===== src/rtl/ram_march_bist.sv =====
// ram_march_bist
// Built-in self-test initiator for a dual-port RAM. It owns the RAM write and
// read ports while busy. It runs a four-phase march sweep:
//   W0_UP  write P, ascending
//   R0_UP  read and expect P, ascending
//   DRN0   drain
//   W1_DN  write ~P, descending
//   R1_DN  read and expect ~P, descending
//   DRN1   drain
// Read data is compared in a pipeline that is RD_LAT stages deep.
//
// Ports
//   clk, resetn        clock (rising edge); asynchronous active-low reset
//   start              begin a test; only accepted in IDLE or DONE
//   busy, done         sweep running / sweep finished (done held until next start)
//   fail, fail_count   sticky mismatch flag and saturating mismatch count
//   ram_write, ram_wr_address, ram_data_in   RAM write port
//   ram_read, ram_rd_address, ram_data_out   RAM read port (data RD_LAT after read)
//   err_addr, err_exp, err_act               first-failure capture
//
// Optional feature: define BIST_ERR_CAPTURE_EN to latch the address, the
// expected data and the actual data of the first mismatch after each start.
// When it is not defined, the err_* outputs are tied to zero.

module ram_march_bist #(
  parameter int ADDR_W = 12,
  parameter int DATA_W = 64,
  parameter int RD_LAT = 1,
  parameter logic [DATA_W-1:0] PATTERN = 64'hAAAA_AAAA_AAAA_AAAA
) (
  input  logic              clk,
  input  logic              resetn,
  input  logic              start,
  output logic              busy,
  output logic              done,
  output logic              fail,
  output logic [15:0]       fail_count,
  output logic              ram_write,
  output logic [ADDR_W-1:0] ram_wr_address,
  output logic [DATA_W-1:0] ram_data_in,
  output logic              ram_read,
  output logic [ADDR_W-1:0] ram_rd_address,
  input  logic [DATA_W-1:0] ram_data_out,
  output logic [ADDR_W-1:0] err_addr,
  output logic [DATA_W-1:0] err_exp,
  output logic [DATA_W-1:0] err_act
);

  typedef enum logic [2:0] {
    IDLE, W0_UP, R0_UP, DRN0, W1_DN, R1_DN, DRN1, DONE
  } state_t;

  state_t state;
  logic [2:0] drn_cnt;
  logic pipe_v [RD_LAT];
  logic [DATA_W-1:0] pipe_exp [RD_LAT];
  logic mismatch;
  logic start_ok;

  assign start_ok = start && (state == IDLE || state == DONE);
  assign mismatch = pipe_v[RD_LAT-1] && (ram_data_out != pipe_exp[RD_LAT-1]);

  // The sequencer and the compare pipeline share one clocked block. The
  // expected value is set from the state that issued the read. State, strobes
  // and addresses change together, so they always stay aligned.
  always_ff @(posedge clk or negedge resetn) begin
    if (!resetn) begin
      state          <= IDLE;
      drn_cnt        <= '0;
      busy           <= 1'b0;
      done           <= 1'b0;
      fail           <= 1'b0;
      fail_count     <= '0;
      ram_write      <= 1'b0;
      ram_wr_address <= '0;
      ram_data_in    <= '0;
      ram_read       <= 1'b0;
      ram_rd_address <= '0;
      for (int i = 0; i < RD_LAT; i++) begin
        pipe_v[i]   <= 1'b0;
        pipe_exp[i] <= '0;
      end
    end else begin
      pipe_v[0]   <= ram_read;
      pipe_exp[0] <= (state == R1_DN) ? ~PATTERN : PATTERN;
      for (int i = 1; i < RD_LAT; i++) begin
        pipe_v[i]   <= pipe_v[i-1];
        pipe_exp[i] <= pipe_exp[i-1];
      end

      if (mismatch) begin
        fail <= 1'b1;
        if (fail_count != 16'hFFFF)
          fail_count <= fail_count + 16'd1;
      end

      case (state)
        IDLE, DONE: begin
          if (start) begin
            state          <= W0_UP;
            busy           <= 1'b1;
            done           <= 1'b0;
            fail           <= 1'b0;
            fail_count     <= '0;
            ram_write      <= 1'b1;
            ram_wr_address <= '0;
            ram_data_in    <= PATTERN;
          end
        end
        W0_UP: begin
          if (ram_wr_address == '1) begin
            state          <= R0_UP;
            ram_write      <= 1'b0;
            ram_read       <= 1'b1;
            ram_rd_address <= '0;
          end else begin
            ram_wr_address <= ram_wr_address + 1'b1;
          end
        end
        R0_UP: begin
          if (ram_rd_address == '1) begin
            state    <= DRN0;
            ram_read <= 1'b0;
            drn_cnt  <= '0;
          end else begin
            ram_rd_address <= ram_rd_address + 1'b1;
          end
        end
        DRN0: begin
          if (drn_cnt == 3'(RD_LAT - 1)) begin
            state          <= W1_DN;
            ram_write      <= 1'b1;
            ram_wr_address <= '1;
            ram_data_in    <= ~PATTERN;
          end else begin
            drn_cnt <= drn_cnt + 3'd1;
          end
        end
        W1_DN: begin
          if (ram_wr_address == '0) begin
            state          <= R1_DN;
            ram_write      <= 1'b0;
            ram_read       <= 1'b1;
            ram_rd_address <= '1;
          end else begin
            ram_wr_address <= ram_wr_address - 1'b1;
          end
        end
        R1_DN: begin
          if (ram_rd_address == '0) begin
            state    <= DRN1;
            ram_read <= 1'b0;
            drn_cnt  <= '0;
          end else begin
            ram_rd_address <= ram_rd_address - 1'b1;
          end
        end
        DRN1: begin
          // The last compare lands on this same edge, so fail is final when done rises.
          if (drn_cnt == 3'(RD_LAT - 1)) begin
            state <= DONE;
            busy  <= 1'b0;
            done  <= 1'b1;
          end else begin
            drn_cnt <= drn_cnt + 3'd1;
          end
        end
        default: state <= IDLE;
      endcase
    end
  end

`ifdef BIST_ERR_CAPTURE_EN
  logic [ADDR_W-1:0] pipe_addr [RD_LAT];

  // The read address travels alongside the compare pipeline. While fail is
  // still low, the current mismatch is the first one since the last start.
  always_ff @(posedge clk or negedge resetn) begin
    if (!resetn) begin
      err_addr <= '0;
      err_exp  <= '0;
      err_act  <= '0;
      for (int i = 0; i < RD_LAT; i++)
        pipe_addr[i] <= '0;
    end else begin
      pipe_addr[0] <= ram_rd_address;
      for (int i = 1; i < RD_LAT; i++)
        pipe_addr[i] <= pipe_addr[i-1];
      if (start_ok) begin
        err_addr <= '0;
        err_exp  <= '0;
        err_act  <= '0;
      end else if (mismatch && !fail) begin
        err_addr <= pipe_addr[RD_LAT-1];
        err_exp  <= pipe_exp[RD_LAT-1];
        err_act  <= ram_data_out;
      end
    end
  end
`else
  logic unused_start_ok;
  assign unused_start_ok = start_ok;
  assign err_addr = '0;
  assign err_exp  = '0;
  assign err_act  = '0;
`endif

endmodule

===== config.mk =====
export PLATFORM = sky130hd
export DESIGN_NAME = ram_march_bist
export DESIGN_NICKNAME = d
export VERILOG_FILES = /design/src/rtl/ram_march_bist.sv
export SDC_FILE = /design/constraint.sdc
export NUM_CORES = 1
export LEC_CHECK = 0
export CAP_MARGIN = 40
export CORE_AREA = 2 2 123 125
export CTS_BUF_LIST = sky130_fd_sc_hd__clkbuf_2 sky130_fd_sc_hd__clkbuf_4 sky130_fd_sc_hd__clkbuf_8
export CTS_CLUSTER_DIAMETER = 200
export DETAILED_ROUTE_END_ITERATION = 7
export DIE_AREA = 0 0 125 127
export MAX_ROUTING_LAYER = met4
export PLACE_DENSITY = 0.91
export SYNTH_ARGS = -nofsm -noshare
export SYNTH_HDL_FRONTEND = slang
export SYNTH_SLANG_ARGS = --single-unit

===== constraint.sdc =====
create_clock -name clk -period 7.4 [get_ports clk]
set_input_delay 1.11 -clock clk [delete_from_list [all_inputs] [get_ports clk]]
set_output_delay 1.11 -clock clk [all_outputs]
set_load 0.02 [all_outputs]

; ---- Yosys cells after proc, flatten, opt, wreduce, memory -nomap -nowiden
; Cells that the tools add are included.
; Widths: inputs -> output; s select.
[totals]
regBits = 180
inputBits = 67
output_inout_bits = 249
elab_cells = 109
[classes]
add_sub_neg = 6
n_eq_ne = 23
n_mux = 47
n_reduce_logical = 20
[ops]
columns = cell, count
row1 = $mux 64, 3
row2 = $pmux 64 s2, 1
row3 = $mux 12, 8
row4 = $pmux 12 s4, 2
row5 = $mux 16, 4
row6 = $ne 64x64->1, 1
row7 = $mux 3, 10
row8 = $add 12x1->12 const B, 2
row9 = $eq 12x12->1 const B, 2
row10 = $logic_not 12->1, 2
row11 = $sub 12x1->12 const B, 2
row12 = $ne 2x2->1 const B, 11
row13 = $pmux 3 s7, 1
row14 = $reduce_and 5->1, 4
row15 = $add 16x1->16 const B, 1
row16 = $ne 16x16->1 const B, 1
row17 = $mux 1, 13
row18 = $eq 3x3->1 const B, 4
row19 = $pmux 3 s3, 1
row20 = $pmux 1 s4, 2
row21 = $reduce_bool 4->1, 2
row22 = $reduce_and 7->1, 1
row23 = $eq 3x2->1 const B, 2
row24 = $logic_not 3->1, 2
row25 = 10 further kinds, 14

; ---- Longest topological paths before layout
[depth]
ltp_word = 5
depth_mapped = 13
mapped_depth_nobuf = 11

; ---- Worst setup path before layout
; Ideal clock, no wire load.
[synth_path]
path_type = register to register
from = register state[2]
to = register ram_rd_address[10]
setup_ps = 128
arrival_ps = 2910
required_time_ps = 7272
setup_slack_ps = 4361
path_stages_with_launch = 12
path_buffers = 2
period_less_slack_ps = 3039
path_cell_list = dfrtp_1 clkbuf_1 clkbuf_1 nand2_1 inv_1 ha_1 a21o_1 a211o_1 a2111o_1 a41oi_1 xor2_1 o21ai_0
[synth_between]
elab_chain_cells = 3
elab_cells_between_ends = 11
classes_between = eq/ne (8) / mux (1) / reduce/logical (2)
[synth_rtl]
columns = element, line_no
row1 = from (decl), 53  ; state_t state;
row2 = from (signal assigned), 68  ; state <= IDLE;
row3 = from (signal assigned), 100  ; state <= W0_UP;
row4 = from (signal assigned), 112  ; state <= R0_UP;
row5 = "$eq 3x2->1, or another cell as far along", 97  ; case (state)
row6 = $ne 2x2->1 (no line) or $reduce_bool 4->1 (tied branches), --
row7 = $reduce_and 5->1 (no line), --
row8 = to (signal assigned), 126  ; ram_rd_address <= ram_rd_address + 1'b1;
row9 = to (signal assigned), 155  ; ram_rd_address <= ram_rd_address - 1'b1;
row10 = to (decl), 42  ; output logic [ADDR_W-1:0] ram_rd_address,
; Parallel ways exist; a longest one is shown, timed or not.
; A chain may end at the register's enable or synchronous reset.

; ---- Worst setup path after layout
[layout_path]
from = input port ram_data_out[5]
to = register fail_count[14]
[layout_between]
elab_chain_cells = 5
[layout_rtl]
columns = element, line_no
row1 = from (decl), 43  ; input logic [DATA_W-1:0] ram_data_out,
row2 = $ne 64x64->1 (*), 61  ; assign mismatch = pipe_v[RD_LAT-1] && (ram_data_out != pipe_exp[RD_LAT-1]);
row3 = $logic_and 1x1->1 (*), 61
row4 = $mux 16 (*), 91  ; if (mismatch) begin
row5 = $mux 16, 99  ; if (start) begin
row6 = $mux 16 (*), 97
row7 = to (signal assigned), 94  ; fail_count <= fail_count + 16'd1;
row8 = to (decl), 37  ; output logic [15:0] fail_count,
; Mark *: on every way between the ends. The rest lies on a longest branch, timed or not.

==> metrics list <==
- Hold slack final: 0.435 ns
- Leakage power: 2.94 nW
- Post-Layout Cell Count: 1016
* Number of max-cap violations: 0
- Detailed placement finished with a half-perimeter wire length of 11500 µm.
* Final standard cell area without fillers: 6940 µm²
- Port buffering added 175 buffers.
- Cell Pwr Density: 91.8 nW/µm²
- Count of nets left with antenna violations after detail routing: 0
- The first global-routing pass estimated 22700 µm of wire.
- Summed over all layers, the global routing overflow is 0.
- Total Die Area: 15900 µm²
- Dividing the final minimum period by the clock period gives 0.488.
- Clock transition time at the flip-flop clock pins of the worst setup and hold paths: 0.10 ns
- The number of setup buffers added after CTS is 0.
- Number of buffers added by the clock tree synthesis step: 5
* Critical Path End Type: flop
- Counting flops and latches in the post-synthesis netlist gives 56.
- Total negative slack for setup checks: 0 ns
- Of the cells placed in the final design, the portion with a size suffix greater than 1 is 0.0409.
- The die is 125 µm wide.
- Aggregate routed wire length: 14900 µm
* Proportion of synthesized flip-flops having asynchronous set or reset: 1.00
* Count of inserted antenna diode cells: 0
- Proportion of synthesized chip area in sequential cells: 0.237
* Post-synthesis cell type count: 66
- Average wire length per cell after detail routing: 14.7 µm
- In this run, post-CTS repair resized a total of 0 instances.
- Worst Clk Skew: 0.0178 ns
- Number of inserted filler cells in the final layout: 1366
* Vias per inst: 5.11
* Slew Viols, Final: 0
- In this run the clock root is driven by a clkbuf_8.
- All-Layer GR Usage: 0.175
* Type of the worst setup path: input pin to flop
- Largest fanout of any net on the critical path: 13
* Number of global-route vias before repair: 4532
* Final period demand of the worst path: 3.61 ns
* Die Span Y: 127 µm
- For this block, the initial DRC count from the detailed router was 280.
- In the synthesized netlist, the number of instances is 732.
- In this run the core area contains 44 standard-cell rows.
- Worst Tran Pin Value: 0.891 ns
* Total of endpoints with negative setup slack in the final report: 0
- Instance area at placement: 6820 µm²
- Summing every instance area after synthesis gives 5910 µm².
- For this configuration, the core starts out at a cell density of 0.410.
* Core region area: 14400 µm²
- The synthesized design contains 0 enable-type register cells.
- Total number of nets in the final design: 918
* DRC violations left: 0
- In this run the tightest slew margin relative to its limit is 0.406.
- The tightest min-delay check is of the flop to flop type.
- Yosys printed 0 warnings.
* Number of buffers on the longest clock path: 2
* Maximum number of pins on one net before global-route repair: 57
- Final-report hold violation count: 0
- Number of detailed-route iterations in the first pass: 5
- TritonCTS built the clock tree.
- Worst-Skew Late Latency: 0.32 ns
* Dpl cells: 1008
- Setup repair after global routing left no endpoint under its margin.
* Most instantiated flip-flop cell in the synthesis netlist: dfrtp_1
- Area overhead of the layout relative to synthesis: 17.4%
- Final Total Pwr: 637 µW
* Data required time of the critical path: 7.63 ns
- The H-tree was split into 2 levels.
- CTS sink count: 56
- The worst-case IR drop observed on VDD is 0.0853 mV.
* Last weighted congestion value of the routability-driven placer: 0.906
* Syn avg cell area: 8.07 µm²
- Status: completed
* Number of vias in the routed layout: 5193
- Number of placed I/O pins: 316
* Antenna violations before repair: 0
- Crit start category: input pin
- CP Data Arrival Time: 3.84 ns
* Peak Freq: 277 MHz
* Cts hold-fix bufs: 0
per-layer routing:
layer / wire length [µm] / global-route usage / vias up
met2: 7610 / 0.298 / 229
li1: - / - / 2502
met3: 1000 / 0.0276 / 14
met5: 0 / - / -
met4: 111 / 0.0301 / 0
met1: 6210 / 0.224 / 2448
stage by stage:
stage | setup slack [ns] | utilization
floorplan | 4.36 | -
global placement | 3.27 | 0.469
detailed placement | 3.45 | 0.473
CTS | 3.78 | 0.481
global route | 3.59 | 0.481
finish | 3.79 | 0.481
critical path, cell delays in order:
cell,delay (ns)
clkdlybuf4s50_1,0.41
or4_1,0.52
nor4_1,0.32
o22ai_1,0.20
o41ai_4,0.74
buf_6,0.24
nor4_1,0.07
a211oi_2,0.22
cells in the final DEF, fill, tap and decap left out, types with 3 or more instances in the layout:
| master | n |
|---|---|
| o21ai_0 | 34 |
| nor2_1 | 39 |
| or4_1 | 12 |
| or4_2 | 4 |
| xnor2_1 | 8 |
| and3_1 | 4 |
| a31oi_1 | 7 |
| clkbuf_8 | 5 |
| ha_1 | 19 |
| inv_1 | 16 |
| o211ai_1 | 3 |
| nor2b_1 | 5 |
| o2bb2ai_1 | 7 |
| clkdlybuf4s50_1 | 174 |
| o21a_1 | 4 |
| conb_1 | 140 |
| nand4_1 | 27 |
| nor4_1 | 15 |
| buf_4 | 4 |
| o41ai_1 | 5 |
| or3_1 | 10 |
| nand2_1 | 42 |
| mux2i_1 | 12 |
| and2_1 | 6 |
| o311ai_0 | 7 |
| nand2b_1 | 14 |
| dfrtp_1 | 56 |
| nand3_1 | 17 |
| nor3_1 | 20 |
| o31ai_1 | 8 |
| a211o_1 | 3 |
| nor4_2 | 3 |
| a21o_1 | 5 |
| a21oi_1 | 49 |
| o22ai_1 | 4 |
flip-flops by register name (all words and copies together), names as in the netlist:
| signal | flops |
|---|---|
| fail | 1 |
| done | 1 |
| state | 3 |
| ram_write | 1 |
| busy | 1 |
| drn_cnt | 3 |
| pipe_v | 1 |
| ram_data_in | 2 |
| pipe_exp | 2 |
| ram_rd_address | 12 |
| fail_count | 16 |
| ram_wr_address | 12 |
| ram_read | 1 |
power breakdown:
| group | internal [mW] | switching (mW) |
|---|---|---|
| registers | 0.306 | 0.000300 |
| logic | 0.0349 | 0.0835 |
| clock network | 0.106 | 0.106 |
| total | 0.447 | 0.190 |
Yosys cell counts, types with 16 or more instances:
cell type | n | area, µm²
nor2_1 | 39 | 146
nand2_1 | 42 | 158
o21ai_0 | 34 | 170
a21oi_1 | 49 | 245
buf_4 | 203 | 1520
nor3_1 | 20 | 100
nand3_1 | 17 | 85.1
nand4_1 | 27 | 169
dfrtp_1 | 56 | 1400
inv_1 | 16 | 60.1
ha_1 | 19 | 238
final cells by class:
cell class / instances / area (µm²) / share of cell area
multi-input cells: 570 / 3310 / 0.477
repair buffers: 182 / 1820 / 0.262
flip-flops and latches: 56 / 1400 / 0.202
well taps: 184 / 230 / 0.0332
clock buffers: 6 / 76.3 / 0.0110
inverters: 16 / 60.1 / 0.00866
clock inverters: 2 / 38.8 / 0.00559
cell families (layout without fill, tap and decap cells):
logic type               count (synthesis)  count (layout)  synth area share
flip-flops                              56              56             0.237
adder cells (fa/ha/maj)                 20              20            0.0436
multiplexers                            13              13            0.0222
AND/OR/NAND/NOR                        227             227             0.210
AO/OA/AOI/OAI                          160             160             0.181
buffers and inverters                  245             206             0.291
other                                    1             140          0.000635
XOR/XNOR                                10              10            0.0148
path summary, 6_finish.rpt:
| kind | from | end | slack [ns] | depth (start not counted) |
|---|---|---|---|---|
| setup / recovery | ram_data_out[5] | fail_count[14]$_DFF_PN0_ | 3.79 | 8 |
| hold / removal | ram_read$_DFFE_PN0P_ | pipe_v$_DFF_PN0_ | 0.44 | 0 |
| setup reg to reg | state[1]$_DFFE_PN0P_ | ram_rd_address[10]$_DFFE_PN0P_ | 4.00 | 11 |
| hold reg to reg | ram_read$_DFFE_PN0P_ | pipe_v$_DFF_PN0_ | 0.44 | 0 |
| max in group asynchronous | resetn | fail$_DFF_PN0_ | 5.97 | 2 |
| min in group asynchronous | resetn | ram_wr_address[1]$_DFFE_PN0P_ | 0.90 | 2 |
(Power assumes the default switching activity.)
